**config.mk**
```make
export PLATFORM = sky130hd
export DESIGN_NAME = exec_ctrl
export DESIGN_NICKNAME = d
export VERILOG_FILES = /design/src/rtl/exec_ctrl.sv
export SDC_FILE = /design/constraint.sdc
export NUM_CORES = 1
export LEC_CHECK = 0
export ABC_CLOCK_PERIOD_IN_PS = 2590
export CAP_MARGIN = 20
export CORE_ASPECT_RATIO = 0.6
export CORE_MARGIN = 4
export CORE_UTILIZATION = 46
export CTS_CLUSTER_DIAMETER = 60
export DETAILED_ROUTE_END_ITERATION = 10
export GPL_TIMING_DRIVEN = 0
export PLACE_DENSITY = 0.81
export SKIP_CTS_REPAIR_TIMING = 1
export SYNTH_ARGS = -nofsm -noshare
export SYNTH_HDL_FRONTEND = slang
export SYNTH_SLANG_ARGS = --single-unit
```
**constraint.sdc**
```tcl
create_clock -name clk -period 2.59 [get_ports clk]
set_input_delay 0.518 -clock clk [delete_from_list [all_inputs] [get_ports clk]]
set_output_delay 0.518 -clock clk [all_outputs]
set_load 0.01 [all_outputs]
```
**src/rtl/exec_ctrl.sv**
```systemverilog
// exec_ctrl: execution controller that sequences the processor through a
// single-cycle clock-enable (cpu_en). It supports free-running auto mode at
// a programmable period, single-step mode and an optional PC breakpoint.
// Optional feature macro: EXEC_CTRL_BRK_EN (breakpoint compare, BRK state
// and skip_brk logic). When it is undefined, pc/brk_addr/brk_en are ignored.
module exec_ctrl #(
    parameter int DIV_W  = 26,
    parameter int ADDR_W = 8,
    parameter int CNT_W  = 16
) (
    input  logic              clk,
    input  logic              rst,
    input  logic              mode,
    input  logic [DIV_W-1:0]  divisor,
    input  logic              run,
    input  logic              halt,
    input  logic              step,
    input  logic [ADDR_W-1:0] pc,
    input  logic [ADDR_W-1:0] brk_addr,
    input  logic              brk_en,
    output logic              cpu_en,
    output logic [1:0]        state,
    output logic [CNT_W-1:0]  cycles,
    output logic              tick
);

    typedef enum logic [1:0] {
        ST_HALT = 2'b00,
        ST_RUN  = 2'b01,
        ST_BRK  = 2'b10,
        ST_STEP = 2'b11
    } state_t;

    state_t           state_r;
    state_t           state_nxt;
    logic [DIV_W-1:0] div_cnt_r;
    logic [DIV_W-1:0] div_cnt_nxt;
    logic             skip_brk_r;
    logic             skip_brk_nxt;
    logic             cpu_en_nxt;
    logic             brk_hit_s;

`ifdef EXEC_CTRL_BRK_EN
    // Breakpoint hit: address match, unless this is the first issue after leaving BRK.
    always_comb begin
        brk_hit_s = brk_en && (pc == brk_addr) && !skip_brk_r;
    end
`else
    // Breakpoint hardware absent: the address inputs are intentionally unused.
    logic unused_brk_s;
    assign unused_brk_s = ^{pc, brk_addr, brk_en};
    assign brk_hit_s    = 1'b0;
`endif

    // Next-state, next-enable and divide-counter decode; halt > step > run.
    always_comb begin
        state_nxt    = state_r;
        cpu_en_nxt   = 1'b0;
        div_cnt_nxt  = div_cnt_r;
        skip_brk_nxt = skip_brk_r;
        case (state_r)
            ST_HALT, ST_BRK: begin
                if (halt) begin
                    state_nxt = ST_HALT;
                end else if (step) begin
                    state_nxt  = ST_STEP;
                    cpu_en_nxt = 1'b1;
                    if (state_r == ST_BRK) begin
                        skip_brk_nxt = 1'b1;
                    end else begin
                        skip_brk_nxt = skip_brk_r;
                    end
                end else if (run && !mode) begin
                    state_nxt   = ST_RUN;
                    div_cnt_nxt = {DIV_W{1'b0}};
                    if (state_r == ST_BRK) begin
                        skip_brk_nxt = 1'b1;
                    end else begin
                        skip_brk_nxt = skip_brk_r;
                    end
                end else begin
                    state_nxt = state_r;
                end
            end
            ST_RUN: begin
                if (halt || mode) begin
                    state_nxt   = ST_HALT;
                    div_cnt_nxt = {DIV_W{1'b0}};
                end else if (div_cnt_r >= divisor) begin
                    // Issue is due; a lowered divisor fires on the next cycle.
                    div_cnt_nxt = {DIV_W{1'b0}};
                    if (brk_hit_s) begin
                        state_nxt = ST_BRK;
                    end else begin
                        cpu_en_nxt   = 1'b1;
                        skip_brk_nxt = 1'b0;
                    end
                end else begin
                    div_cnt_nxt = div_cnt_r + DIV_W'(1);
                end
            end
            ST_STEP: begin
                // Single issue already made on entry; commands here are dropped.
                state_nxt = ST_HALT;
            end
            default: begin
                state_nxt   = ST_HALT;
                div_cnt_nxt = {DIV_W{1'b0}};
            end
        endcase
    end

    // State, divider, enable, counter and heartbeat registers with sync reset.
    always_ff @(posedge clk) begin
        if (rst) begin
            state_r    <= ST_HALT;
            div_cnt_r  <= {DIV_W{1'b0}};
            skip_brk_r <= 1'b0;
            cpu_en     <= 1'b0;
            cycles     <= {CNT_W{1'b0}};
            tick       <= 1'b0;
        end else begin
            state_r    <= state_nxt;
            div_cnt_r  <= div_cnt_nxt;
            skip_brk_r <= skip_brk_nxt;
            cpu_en     <= cpu_en_nxt;
            if (cpu_en_nxt) begin
                cycles <= cycles + CNT_W'(1);
                tick   <= ~tick;
            end else begin
                cycles <= cycles;
                tick   <= tick;
            end
        end
    end

    assign state = state_r;

endmodule

```
After elaboration in Yosys (flattened, before gate mapping)
Cells that the tools add are included.
Cells by class
  add/sub/neg operators: 2
  $lt $le $gt $ge: 1
  equality and inequality tests: 8
  muxes and demuxes: 16
  bitwise logic cells: 1
  reductions and logical operators: 8
Operators by type and width (count)
  $mux W26: 5
  $pmux W26 S2: 1
  $add A26 B1 Y26 const B: 1
  $ge A26 B26 Y1: 1
  $add A16 B1 Y16 const B: 1
  $mux W2: 4
  $ne A2 B2 Y1 const B: 4
  $pmux W2 S3: 1
  $eq A2 B2 Y1 const B: 2
  $mux W1: 4
  $ne A4 B4 Y1 const B: 1
  $reduce_and A4 Y1: 1
  $eq A2 B1 Y1 const B: 1
  $logic_not A2 Y1: 1
  $pmux W1 S2: 1
  $reduce_and A2 Y1: 1
  $reduce_bool A2 Y1: 1
  $reduce_or A2 Y1: 1
  $logic_and A1 B1 Y1: 1
  $logic_not A1 Y1: 1
  $logic_or A1 B1 Y1: 1
  $not A1 Y1: 1
Word-level totals
  register bits: 46
  bits of input ports: 49
  output and inout port bits: 20
  logic and storage cells: 41

Logic depth before layout (Yosys ltp)
  depth in word-level cells: 6
  depth in mapped cells: 11
  depth with buffers taken out: 9

Least setup slack after synthesis
No wires, ideal clock.
  path kind: in2reg
  start point: input port divisor[24]
  end point: register cycles[13]
  setup time: 0.071 ns
  arrival: 2.497 ns
  required time: 2.519 ns
  slack: 0.023 ns
  stages on the path: 10
  path buffers: 1
  cell sequence: inv_1 ha_1 nand4_4 nor4_4 nand3_2 a21oi_4 o31ai_4 buf_6 or4_1 a21oi_1
Between the ends
  longest elaborated chain between the ends: 4
Ends and longest elaborated chain
  start, declared: RTL line 14  | input logic [DIV_W-1:0] divisor,
  $ge A26 B26 Y1: RTL line 89  | end else if (div_cnt_r >= divisor) begin
  $mux W1: RTL line 89
  $mux W1: RTL line 86  | if (halt || mode) begin
  $pmux W1 S2: RTL line 61  | case (state_r)
  end signal, assigned: RTL line 120  | cycles <= {CNT_W{1'b0}};
  end signal, assigned: RTL line 128  | cycles <= cycles + CNT_W'(1);
  end signal, assigned: RTL line 131  | cycles <= cycles;
  end, declared: RTL line 23  | output logic [CNT_W-1:0] cycles,
Every way passes these cells.
A chain may end at the register's enable or synchronous reset.

Worst setup path in the final report
  start point: register div_cnt_r[11]
  end point: register cycles[13]
Between the ends
  longest elaborated chain between the ends: 4
Ends and longest elaborated chain
  start, declared: RTL line 36  | logic [DIV_W-1:0] div_cnt_r;
  start signal, assigned: RTL line 117  | div_cnt_r <= {DIV_W{1'b0}};
  start signal, assigned: RTL line 124  | div_cnt_r <= div_cnt_nxt;
  $ge A26 B26 Y1: RTL line 89
  $mux W1: RTL line 89
  $mux W1: RTL line 86
  $pmux W1 S2: RTL line 61
Every way passes these cells.

==> metrics <==
ant diodes=0; WL final=9480 um; I/O Buffers=51; CP max FO=6; largest stage delay on the critical path=~0.54 ns; most instantiated cells after synthesis=46 x dfxtp_1, 33 x inv_1, 32 x a21oi_1, 32 x nor2_1; Period Utilization, post-route=103%; Layout Utilization=between 70 and 80%; Synth Instances=between 300 and 400; RSZ-0062 raised after global routing=true; final slew viol count=0; Clk pin slew, worst setup/hold paths=about 0.10 ns; DRT antenna net count=0; largest net degree at the start of global routing=16; Int Power=~1.1 mW; DP Wirelength=between 5000 and 6000 um; CP max-delay cell=or4_1; routed vias=~3200; Final WS setup=-0.0657 ns; placed cells=slightly below 500; worst-case clock buffer depth=2; WP data arrival=around 2.9 ns; Starting Density=47.8%; Rows=22; Layout Area Growth over Synthesis=52.5%; Worst Tran Pin Value=between 0.6 and 0.7 ns; Cell Pwr Density=327 mW/mm^2; Fillers=~410; I/O pins=69; fin area=0.00449 sq mm; M1 wire length=around 4000 um; gr usage total=about a fifth; syn avg cell area=between 8 and 9 sq um; Yosys top cell by area=dfxtp_1; DR DRC count=0; Buffers & Inverters on Critical Path=1; setup_tns=-0.103 ns; CP top delay family=simple AND/OR/NAND/NOR gates; leak pwr=about 1.8 nW; outcome=finished with violations; GPL Wtd Cong=~0.84; worst vdd ir=between 300 and 400 uV; Yosys cell types=52; count leader, synth=dfxtp_1; critical path startpoint category=flop; Post-synth EDFFs=0; average routed wire per standard cell=18.2 um; met2 WL=between 4000 and 5000 um; drt pass-1 iters=5; vias per inst=between 6 and 7; Rel. slew slack=about 56%; Clock Power Share=between 30% and 40%; CTS tree=done; final hold violations=0; ratio of cells with drive above 1 in the final layout=about a third; DP Area=roughly 0.0036 sq mm; cts bufs inserted=5; Synth top area share=a little under a third; NumNets Final=~510; failing checks=negative setup slack; asr flop ratio synth=0%; CTS Sinks=46; uppermost routed layer=met4; DR WL met3=between 700 and 800 um; Max Cap Viol=0; Die H=between 60 and 70 um; critical path required time=2.83 ns; Seq/Total Area, Yosys=roughly 31%; prevailing post-synth register cell=dfxtp_1; Setup violations, final=3; mapped cell area=just under 0.003 sq mm; final non-filler cell total=approximately 520; Syn Nets=~430; Switching Power=380 uW; crit path time final=roughly 2.7 ns; number of global-route vias before repair=~2700; Reg power frac=about half; Hold WS=about 0.49 ns; number of DRC markers in iteration 0=290; CP endpoint kind=flop; critical-path cell list=ha_4, nand4_1, nor4_4, nand3_2, a21oi_4, o31ai_4, buf_6, or4_1, a21oi_1; clock latency on the worst-skew pair=a little over 0.3 ns; Peak Freq=between 300 and 400 MHz; H-tree Lvls=2; CORE AREA=approximately 0.006 sq mm; critical path class=reg -> reg; Setup Skew=~0.0083 ns; total grt overflow=0; worst min path class=reg -> reg; switching power share of the total=between 20% and 30%; full die area=roughly 0.008 sq mm; synth top area cells=dfxtp_1 31%, ha_1 12%, a21oi_1 5.4%; clk root buf=clkbuf_8; Die X=111 um; first-pass GRT wire length=roughly 12000 um; Reg2Reg Setup Slack=-0.07 ns; Ys Warns=0; initial antenna violation count=0; FF+latch count, synth=46; Gate power share=approximately 13%
## worst min-delay path, delay by kind of cell (launching register included)
| kind | cells | cell delay, ns |
|---|---|---|
| compound gates | 2 | 0.12 |
| flops | 1 | 0.33 |
## layout make-up
| type | count | area (sq um) | share of cell area (%) |
|---|---|---|---|
| repair buffers | 73 | 787 | 17.5 |
| inverters | 33 | 126 | 2.81 |
| clock inverters | 3 | 43.8 | 0.975 |
| plain buffers | 14 | 97.6 | 2.17 |
| clock buffers | 5 | 68.8 | 1.53 |
| multi-input cells | 264 | 2310 | 51.4 |
| flip-flops and latches | 46 | 952 | 21.2 |
| well taps | 84 | 105 | 2.34 |
## power by group through the flow
stage               clock network, mW  logic, mW  registers, mW
finish                          0.562      0.196          0.712
detailed placement                  0      0.158          0.734
CTS                             0.556      0.159          0.718
floorplan                           0     0.0736          0.736
global route                    0.592      0.215          0.713
global placement                    0      0.154          0.734
## layout by cell type, fill, tap and decap left out, types with 9 or more instances in the layout
cell and n:
nand4_1 16, nand3_1 10, xor2_1 12, inv_2 21, o21ai_0 9, inv_1 11
dfxtp_1 33, nand2_1 26, clkdlybuf4s50_1 25, ha_4 21, a21oi_1 24, dlymetal6s2s_1 26
nor2_1 30, a21oi_2 9, buf_4 17
## metal layers
layer,GRT usage (%),up-vias
met4,4.45,0
met5,0,-
met3,3.98,16
met1,27.5,1521
met2,27.5,149
li1,-,1467
## logic make-up (layout without fill, tap and decap cells)
| logic type | after synthesis | in the layout | synth area share, % |
|---|---|---|---|
| fa+ha+maj | 28 | 28 | 11.9 |
| xor+xnor | 16 | 16 | 4.76 |
| buf+inv | 47 | 128 | 6.71 |
| flops | 46 | 46 | 31.3 |
| compound gates | 84 | 84 | 19.4 |
| simple gates | 135 | 135 | 25.6 |
| mux | 1 | 1 | 0.340 |
## state kept, by name, indices dropped and copies added (netlist names)
name       count
tick           1
div_cnt_r     26
cpu_en         1
state          2
cycles        16
## final timing paths
check	start	to	cells past startpoint
hold / removal	cycles[15]$_SDFFE_PP0P_	cycles[15]$_SDFFE_PP0P_	2
setup reg to reg	div_cnt_r[11]$_SDFFE_PP0P_	cycles[13]$_SDFFE_PP0P_	9
hold reg to reg	cycles[15]$_SDFFE_PP0P_	cycles[15]$_SDFFE_PP0P_	2
setup / recovery	div_cnt_r[11]$_SDFFE_PP0P_	cycles[13]$_SDFFE_PP0P_	9
## per-stage QoR
step	setup WS (ns)	power, mW
finish	-0.0657	1.47
global route	-0.192	1.52
CTS	-0.595	1.43
detailed placement	-0.892	0.892
global placement	-0.865	0.888
floorplan	0.0225	0.810
No activity file was read; power rests on OpenSTA's default activity.
